===== src/rtl/uart_pkg.sv =====
// Shared definitions for the framed UART receiver: FSM state encodings,
// parity mode codes and the minimum legal bit period.
package uart_pkg;

    typedef enum logic [2:0] {
        StIdle   = 3'd0,
        StStart  = 3'd1,
        StData   = 3'd2,
        StParity = 3'd3,
        StStop   = 3'd4,
        StBreak  = 3'd5
    } rx_state_e;

    localparam logic [1:0] PAR_NONE = 2'd0;
    localparam logic [1:0] PAR_EVEN = 2'd1;
    localparam logic [1:0] PAR_ODD  = 2'd2;

    localparam int unsigned MIN_PERIOD = 8;

endpackage


===== src/rtl/uart_rx_sampler.sv =====
// Two-flop RX synchroniser (idle high) plus a 3-sample majority vote taken
// at cnt = P-3, P-2 and P-1; vote is meaningful while cnt = P-1.
module uart_rx_sampler #(
    parameter int unsigned PERIOD_WIDTH = 20
) (
    input  logic                    clk,
    input  logic                    rst,
    input  logic                    rx,
    input  logic [PERIOD_WIDTH-1:0] cnt,
    input  logic [PERIOD_WIDTH-1:0] period,
    output logic                    rx_s,
    output logic                    vote
);

    logic [1:0] sync_q;
    logic       samp_a_q;
    logic       samp_b_q;

    always_ff @(posedge clk or posedge rst) begin
        if (rst) begin
            sync_q   <= 2'b11;
            samp_a_q <= 1'b1;
            samp_b_q <= 1'b1;
        end else begin
            sync_q <= {sync_q[0], rx};
            if (cnt == period - PERIOD_WIDTH'(3)) samp_a_q <= rx_s;
            if (cnt == period - PERIOD_WIDTH'(2)) samp_b_q <= rx_s;
        end
    end

    assign rx_s = sync_q[1];
    // Third sample is the live rx_s at cnt = P-1.
    assign vote = (samp_a_q & samp_b_q) | (samp_a_q & rx_s) | (samp_b_q & rx_s);

endmodule


===== src/rtl/uart_rx_framed.sv =====
// Parametrised UART receiver: 5-9 data bits, runtime parity and stop count,
// one-entry valid/ready output buffer with parity/framing/overrun status.
module uart_rx_framed
    import uart_pkg::*;
#(
    parameter int unsigned DATA_BITS    = 8,
    parameter int unsigned PERIOD_WIDTH = 20
) (
    input  logic                    i_Clk,
    input  logic                    i_Reset,
    input  logic [PERIOD_WIDTH-1:0] i_Period,
    input  logic [1:0]              i_Parity_Mode,
    input  logic                    i_Two_Stop,
    input  logic                    i_UART_RX,
    input  logic                    i_Ready,
    input  logic                    i_Clear_Err,
    output logic [DATA_BITS-1:0]    o_Data,
    output logic                    o_Valid,
    output logic                    o_Parity_Err,
    output logic                    o_Frame_Err,
    output logic                    o_Overrun,
    output logic                    o_Busy,
    output logic [2:0]              o_State
);

    rx_state_e               state_q;
    logic [PERIOD_WIDTH-1:0] cnt_q;
    logic [PERIOD_WIDTH-1:0] period_q;
    logic [1:0]              mode_q;
    logic                    two_stop_q;
    logic [DATA_BITS-1:0]    shreg_q;
    logic [3:0]              bit_idx_q;
    logic                    stop_idx_q;
    logic                    perr_q;
    logic                    ferr_q;

    logic rx_s;
    logic vote;
    logic bit_end;
    logic has_par;
    logic can_load;
    logic stop_ferr;

    uart_rx_sampler #(
        .PERIOD_WIDTH(PERIOD_WIDTH)
    ) u_sampler (
        .clk   (i_Clk),
        .rst   (i_Reset),
        .rx    (i_UART_RX),
        .cnt   (cnt_q),
        .period(period_q),
        .rx_s  (rx_s),
        .vote  (vote)
    );

    assign bit_end   = (cnt_q == period_q - PERIOD_WIDTH'(1));
    assign has_par   = (mode_q == PAR_EVEN) || (mode_q == PAR_ODD);
    assign can_load  = !o_Valid || i_Ready;
    assign stop_ferr = ferr_q | ~vote;

    always_ff @(posedge i_Clk or posedge i_Reset) begin
        if (i_Reset) begin
            state_q      <= StIdle;
            cnt_q        <= '0;
            period_q     <= '0;
            mode_q       <= PAR_NONE;
            two_stop_q   <= 1'b0;
            shreg_q      <= '0;
            bit_idx_q    <= '0;
            stop_idx_q   <= 1'b0;
            perr_q       <= 1'b0;
            ferr_q       <= 1'b0;
            o_Data       <= '0;
            o_Valid      <= 1'b0;
            o_Parity_Err <= 1'b0;
            o_Frame_Err  <= 1'b0;
            o_Overrun    <= 1'b0;
        end else begin
            // Pop and clear first; a load or overrun later in this block wins.
            if (o_Valid && i_Ready) o_Valid <= 1'b0;
            if (i_Clear_Err) o_Overrun <= 1'b0;

            unique case (state_q)
                StIdle: begin
                    cnt_q <= '0;
                    if (!rx_s) begin
                        period_q   <= i_Period;
                        mode_q     <= i_Parity_Mode;
                        two_stop_q <= i_Two_Stop;
                        bit_idx_q  <= '0;
                        stop_idx_q <= 1'b0;
                        perr_q     <= 1'b0;
                        ferr_q     <= 1'b0;
                        state_q    <= StStart;
                    end
                end
                StStart: begin
                    if (cnt_q == (period_q >> 1)) begin
                        cnt_q   <= '0;
                        state_q <= rx_s ? StIdle : StData;
                    end else begin
                        cnt_q <= cnt_q + PERIOD_WIDTH'(1);
                    end
                end
                StData: begin
                    if (bit_end) begin
                        cnt_q     <= '0;
                        shreg_q   <= {vote, shreg_q[DATA_BITS-1:1]};
                        bit_idx_q <= bit_idx_q + 4'd1;
                        if (bit_idx_q == 4'(DATA_BITS - 1)) begin
                            state_q <= has_par ? StParity : StStop;
                        end
                    end else begin
                        cnt_q <= cnt_q + PERIOD_WIDTH'(1);
                    end
                end
                StParity: begin
                    if (bit_end) begin
                        cnt_q   <= '0;
                        perr_q  <= vote ^ (^shreg_q) ^ (mode_q == PAR_ODD);
                        state_q <= StStop;
                    end else begin
                        cnt_q <= cnt_q + PERIOD_WIDTH'(1);
                    end
                end
                StStop: begin
                    if (bit_end) begin
                        cnt_q  <= '0;
                        ferr_q <= stop_ferr;
                        if (two_stop_q && !stop_idx_q) begin
                            stop_idx_q <= 1'b1;
                        end else begin
                            if (can_load) begin
                                o_Data       <= shreg_q;
                                o_Parity_Err <= perr_q;
                                o_Frame_Err  <= stop_ferr;
                                o_Valid      <= 1'b1;
                            end else begin
                                o_Overrun <= 1'b1;
                            end
                            // A line still held low after a bad stop is a break.
                            state_q <= (stop_ferr && !rx_s) ? StBreak : StIdle;
                        end
                    end else begin
                        cnt_q <= cnt_q + PERIOD_WIDTH'(1);
                    end
                end
                StBreak: begin
                    cnt_q <= '0;
                    if (rx_s) state_q <= StIdle;
                end
                default: state_q <= StIdle;
            endcase
        end
    end

    assign o_Busy  = (state_q != StIdle);
    assign o_State = state_q;

endmodule


===== config.mk =====
export PLATFORM = sky130hd
export DESIGN_NAME = uart_rx_framed
export DESIGN_NICKNAME = d
export VERILOG_FILES = /design/src/rtl/uart_pkg.sv /design/src/rtl/uart_rx_sampler.sv /design/src/rtl/uart_rx_framed.sv
export SDC_FILE = /design/constraint.sdc
export NUM_CORES = 1
export LEC_CHECK = 0
export BUFFER_PORTS_ARGS = -buffer_cell sky130_fd_sc_hd__buf_4
export CAP_MARGIN = 0
export CORE_MARGIN = 4
export CORE_UTILIZATION = 50
export CTS_CLUSTER_DIAMETER = 120
export DETAILED_ROUTE_END_ITERATION = 16
export PLACE_DENSITY = 0.71
export REMOVE_ABC_BUFFERS = 1
export SYNTH_ARGS = -nofsm -noshare
export SYNTH_HDL_FRONTEND = slang
export SYNTH_SLANG_ARGS = --single-unit
export TNS_END_PERCENT = 30

===== constraint.sdc =====
create_clock -name i_Clk -period 2.96 [get_ports i_Clk]
set_input_delay 0 -clock i_Clk [delete_from_list [all_inputs] [get_ports i_Clk]]
set_output_delay 0 -clock i_Clk [all_outputs]
set_load 0.01 [all_outputs]

==> impl_metrics.env <==
export IMPL_cts_root_buf="clkbuf_8"
export IMPL_dp_final_hpwl_um=11400
export IMPL_die_x_um=110
export IMPL_async_reset_ff_share_pct=100
export IMPL_power_share_sequential_pct=26.5
export IMPL_synth_area_um2=5220
export IMPL_clk_latency_ps=370
export IMPL_setup_violations=0
export IMPL_p_leak_nw=3.06
export IMPL_p_comb_share_pct=59.3
export IMPL_cts_buffers=9
export IMPL_synth_main_ff_cell="dfrtp_1"
export IMPL_grt_pass1_vias=4806
export IMPL_wirelength_um=15100
export IMPL_switching_share_pct=45.0
export IMPL_grt_overflow=0
export IMPL_rsz0062_at_grt="true"
export IMPL_crit_chain="or3_4 > or4_4 > o31ai_4 > nand4_2 > nor4_4 > nand2_4 > or4b_1 > o21a_1"
export IMPL_cts_tree="done"
export IMPL_slew_viol_final=0
export IMPL_worst_pin_slew_ps=720
export IMPL_cts_htree_levels=3
export IMPL_slew_headroom_pct=51.7
export IMPL_cap_violations=0
export IMPL_outcome="finished clean"
export IMPL_post_route_min_period_ps=2950
export IMPL_yosys_warnings=0
export IMPL_fmax_mhz=339
export IMPL_drc=0
export IMPL_worst_endpoint_required_ps=3220
export IMPL_gr_usage_all_layers_pct=26.1
export IMPL_grt_pass1_wl_um=24200
export IMPL_rows=37
export IMPL_routed_via_density=5.67
export IMPL_hp_class="in -> async"
export IMPL_synthCells=598
export IMPL_antenna_found_initial=0
export IMPL_finalHoldViolations=0
export IMPL_ys_seq_area_share_pct=37.0
export IMPL_core_um2=10200
export IMPL_yosys_top_cells_count="nand2_1, dfrtp_1, nor2_1"
export IMPL_place_ws_ps=-79.3
export IMPL_period_share_pct=99.8
export IMPL_clock_path_buffers=2
export IMPL_synth_top_area_share_pct=35.0
export IMPL_crit_path_max_fanout=4
export IMPL_placed_area_um2=6130
export IMPL_critPathMaxStageDelay_ps=530
export IMPL_synth_edf_count=0
export IMPL_drtIter0Drc=279
export IMPL_skew_ps=9.89
export IMPL_place_congestion=1.01
export IMPL_synthTopCellsByArea="dfrtp_1, xor2_1, xnor2_1"
export IMPL_ant_nets=0
export IMPL_cts_sinks=77
export IMPL_ir_drop_v=0.000474
export IMPL_area_delta_synth_final_pct=29.5
export IMPL_final_area_um2=6760
export IMPL_layout_drive_gt1_share_pct=26.8
export IMPL_p_clk_share_pct=14.2
export IMPL_worstSetupPathType="reg -> reg"
export IMPL_grt_max_degree=36
export IMPL_insertedDiodeCount=0
export IMPL_drt_wirelength_per_cell_um=17.6
export IMPL_synth_seq_cells=77
export IMPL_cp_arrival_ps=3220
export IMPL_io_buffers=43
export IMPL_synth_cell_types=62
export IMPL_switching_power_mw=2.59
export IMPL_critPathSlowestCell="or4_4"
export IMPL_dr_pass1_iters=5
export IMPL_fin_nets=754
export IMPL_power_density_nw_per_um2=850
export IMPL_cp_num_buf_inv=0
export IMPL_cp_end_kind="flip-flop"
export IMPL_yosysMostFrequentCell="nand2_1"
export IMPL_vias=4873
export IMPL_cp_top_family="simple AND/OR/NAND/NOR gates"
export IMPL_crit_path_start_kind="flip-flop"
export IMPL_internal_power_mw=3.16
export IMPL_clkTransAtPathRegs_ps=80
export IMPL_fp_dieArea_um2=12100
export IMPL_fin_ws_ps=5.85
export IMPL_initial_core_util_pct=51.0
export IMPL_syn_avg_cell_area_um2=8.73
export IMPL_die_h_um=110
export IMPL_yosys_area_top_type="dfrtp_1"
export IMPL_num_io_pins=44
export IMPL_finalPower_mw=5.75
==> layout by cell type, fill, tap and decap left out, drive strengths merged, types with 5 or more instances in the layout <==
cell type	n
mux2	22
nor3	8
dlygate4sd3	27
o31ai	5
nor3b	5
nand4	14
or3	8
o21ai	24
nand2b	10
xor2	48
xnor2	41
ha	7
nor4	22
nand3	26
nand2	95
buf	124
inv	14
nor2	51
clkbuf	11
a21oi	15
dfrtp	73
a31oi	8
==> metal layers <==
| metal | routed length (um) | vias to the layer above | part of all wire, % | global-route usage, % |
|---|---|---|---|---|
| li1 | - | 2326 | - | - |
| met1 | 6430 | 2348 | 43 | 33.9 |
| met2 | 7330 | 163 | 49 | 43.7 |
| met3 | 908 | 36 | 6.0 | 4.43 |
| met4 | 438 | 0 | 2.9 | 9.59 |
| met5 | 0 | - | 0 | 0 |
==> flip-flops by register name, summed over array words and instances, names as in the netlist <==
register,flops
o_Overrun,1
o_Frame_Err,1
bit_idx_q,4
o_Parity_Err,1
stop_idx_q,1
cnt_q,20
u_sampler.samp_b_q,1
mode_q,2
shreg_q,8
ferr_q,1
period_q,20
two_stop_q,1
o_State,3
u_sampler.sync_q,2
perr_q,1
o_Data,8
u_sampler.samp_a_q,1
o_Valid,1
==> path summary, 6_finish.rpt <==
| check | slack, ps | end | startpoint | depth (start not counted) |
|---|---|---|---|---|
| min reg2reg | 360 | u_sampler.sync_q[1] | u_sampler.sync_q[0] | 0 |
| min in group i_Clk | 280 | u_sampler.sync_q[0] | i_UART_RX | 2 |
| min | 150 | period_q[19] | i_Reset | 3 |
| max in group asynchronous | 2010 | u_sampler.sync_q[1] | i_Reset | 4 |
| max | 6 | o_Frame_Err | period_q[8] | 8 |
| max reg2reg | 6 | o_Frame_Err | period_q[8] | 8 |
==> area by class of cell <==
type                       count  area (um^2)
clock buffer                  11          141
clock inverter                 5         58.8
fill                         832         3470
inverter                      14         53.8
multi-input combinational    466         3160
sequential                    77         1930
tap                          136          170
timing repair buffer         151         1240
==> metrics by stage <==
step / TNS [ps] / hold slack (ps) / utilization (%) / std cells
floorplan: -1320 / 4.48 / - / 557
global placement: -571 / -14.3 / 59.9 / 814
detailed placement: -934 / -9.41 / 59.9 / 814
CTS: -11.8 / 153 / 65.1 / 859
global route: -1560 / 186 / 66.1 / 860
finish: 0 / 151 / 66.1 / 860
==> worst min-delay path: stages <==
cell and delay (ps):
dlygate4sd3_1 530, buf_4 130, clkinv_2 250
==> logic make-up (layout without fill, tap and decap cells) <==
logic type	Yosys count	in the layout	share of synthesized area [%]
mux	26	26	5.51
fa+ha+maj	7	7	1.68
flops	77	77	37.0
compound gates	84	84	10.9
simple gates	260	260	25.4
xor+xnor	89	89	14.9
buf+inv	55	181	4.53
==> repair_timing <==
item	in CTS	in global routing
pin swaps	1	8
buffers inserted	2	1
resized for setup	6	26
hold buffers	27	0
setup endpoints to repair	20	43
hold endpoints to repair	65	0
==> power groups by stage <==
stage | Clock (mW) | Combinational, mW | Sequential (mW)
floorplan | 0 | 1.78 | 1.64
global placement | 0 | 3.19 | 1.52
detailed placement | 0 | 3.24 | 1.54
CTS | 0.828 | 3.31 | 1.52
global route | 0.878 | 3.71 | 1.55
finish | 0.817 | 3.41 | 1.52
(Power assumes the default switching activity.)
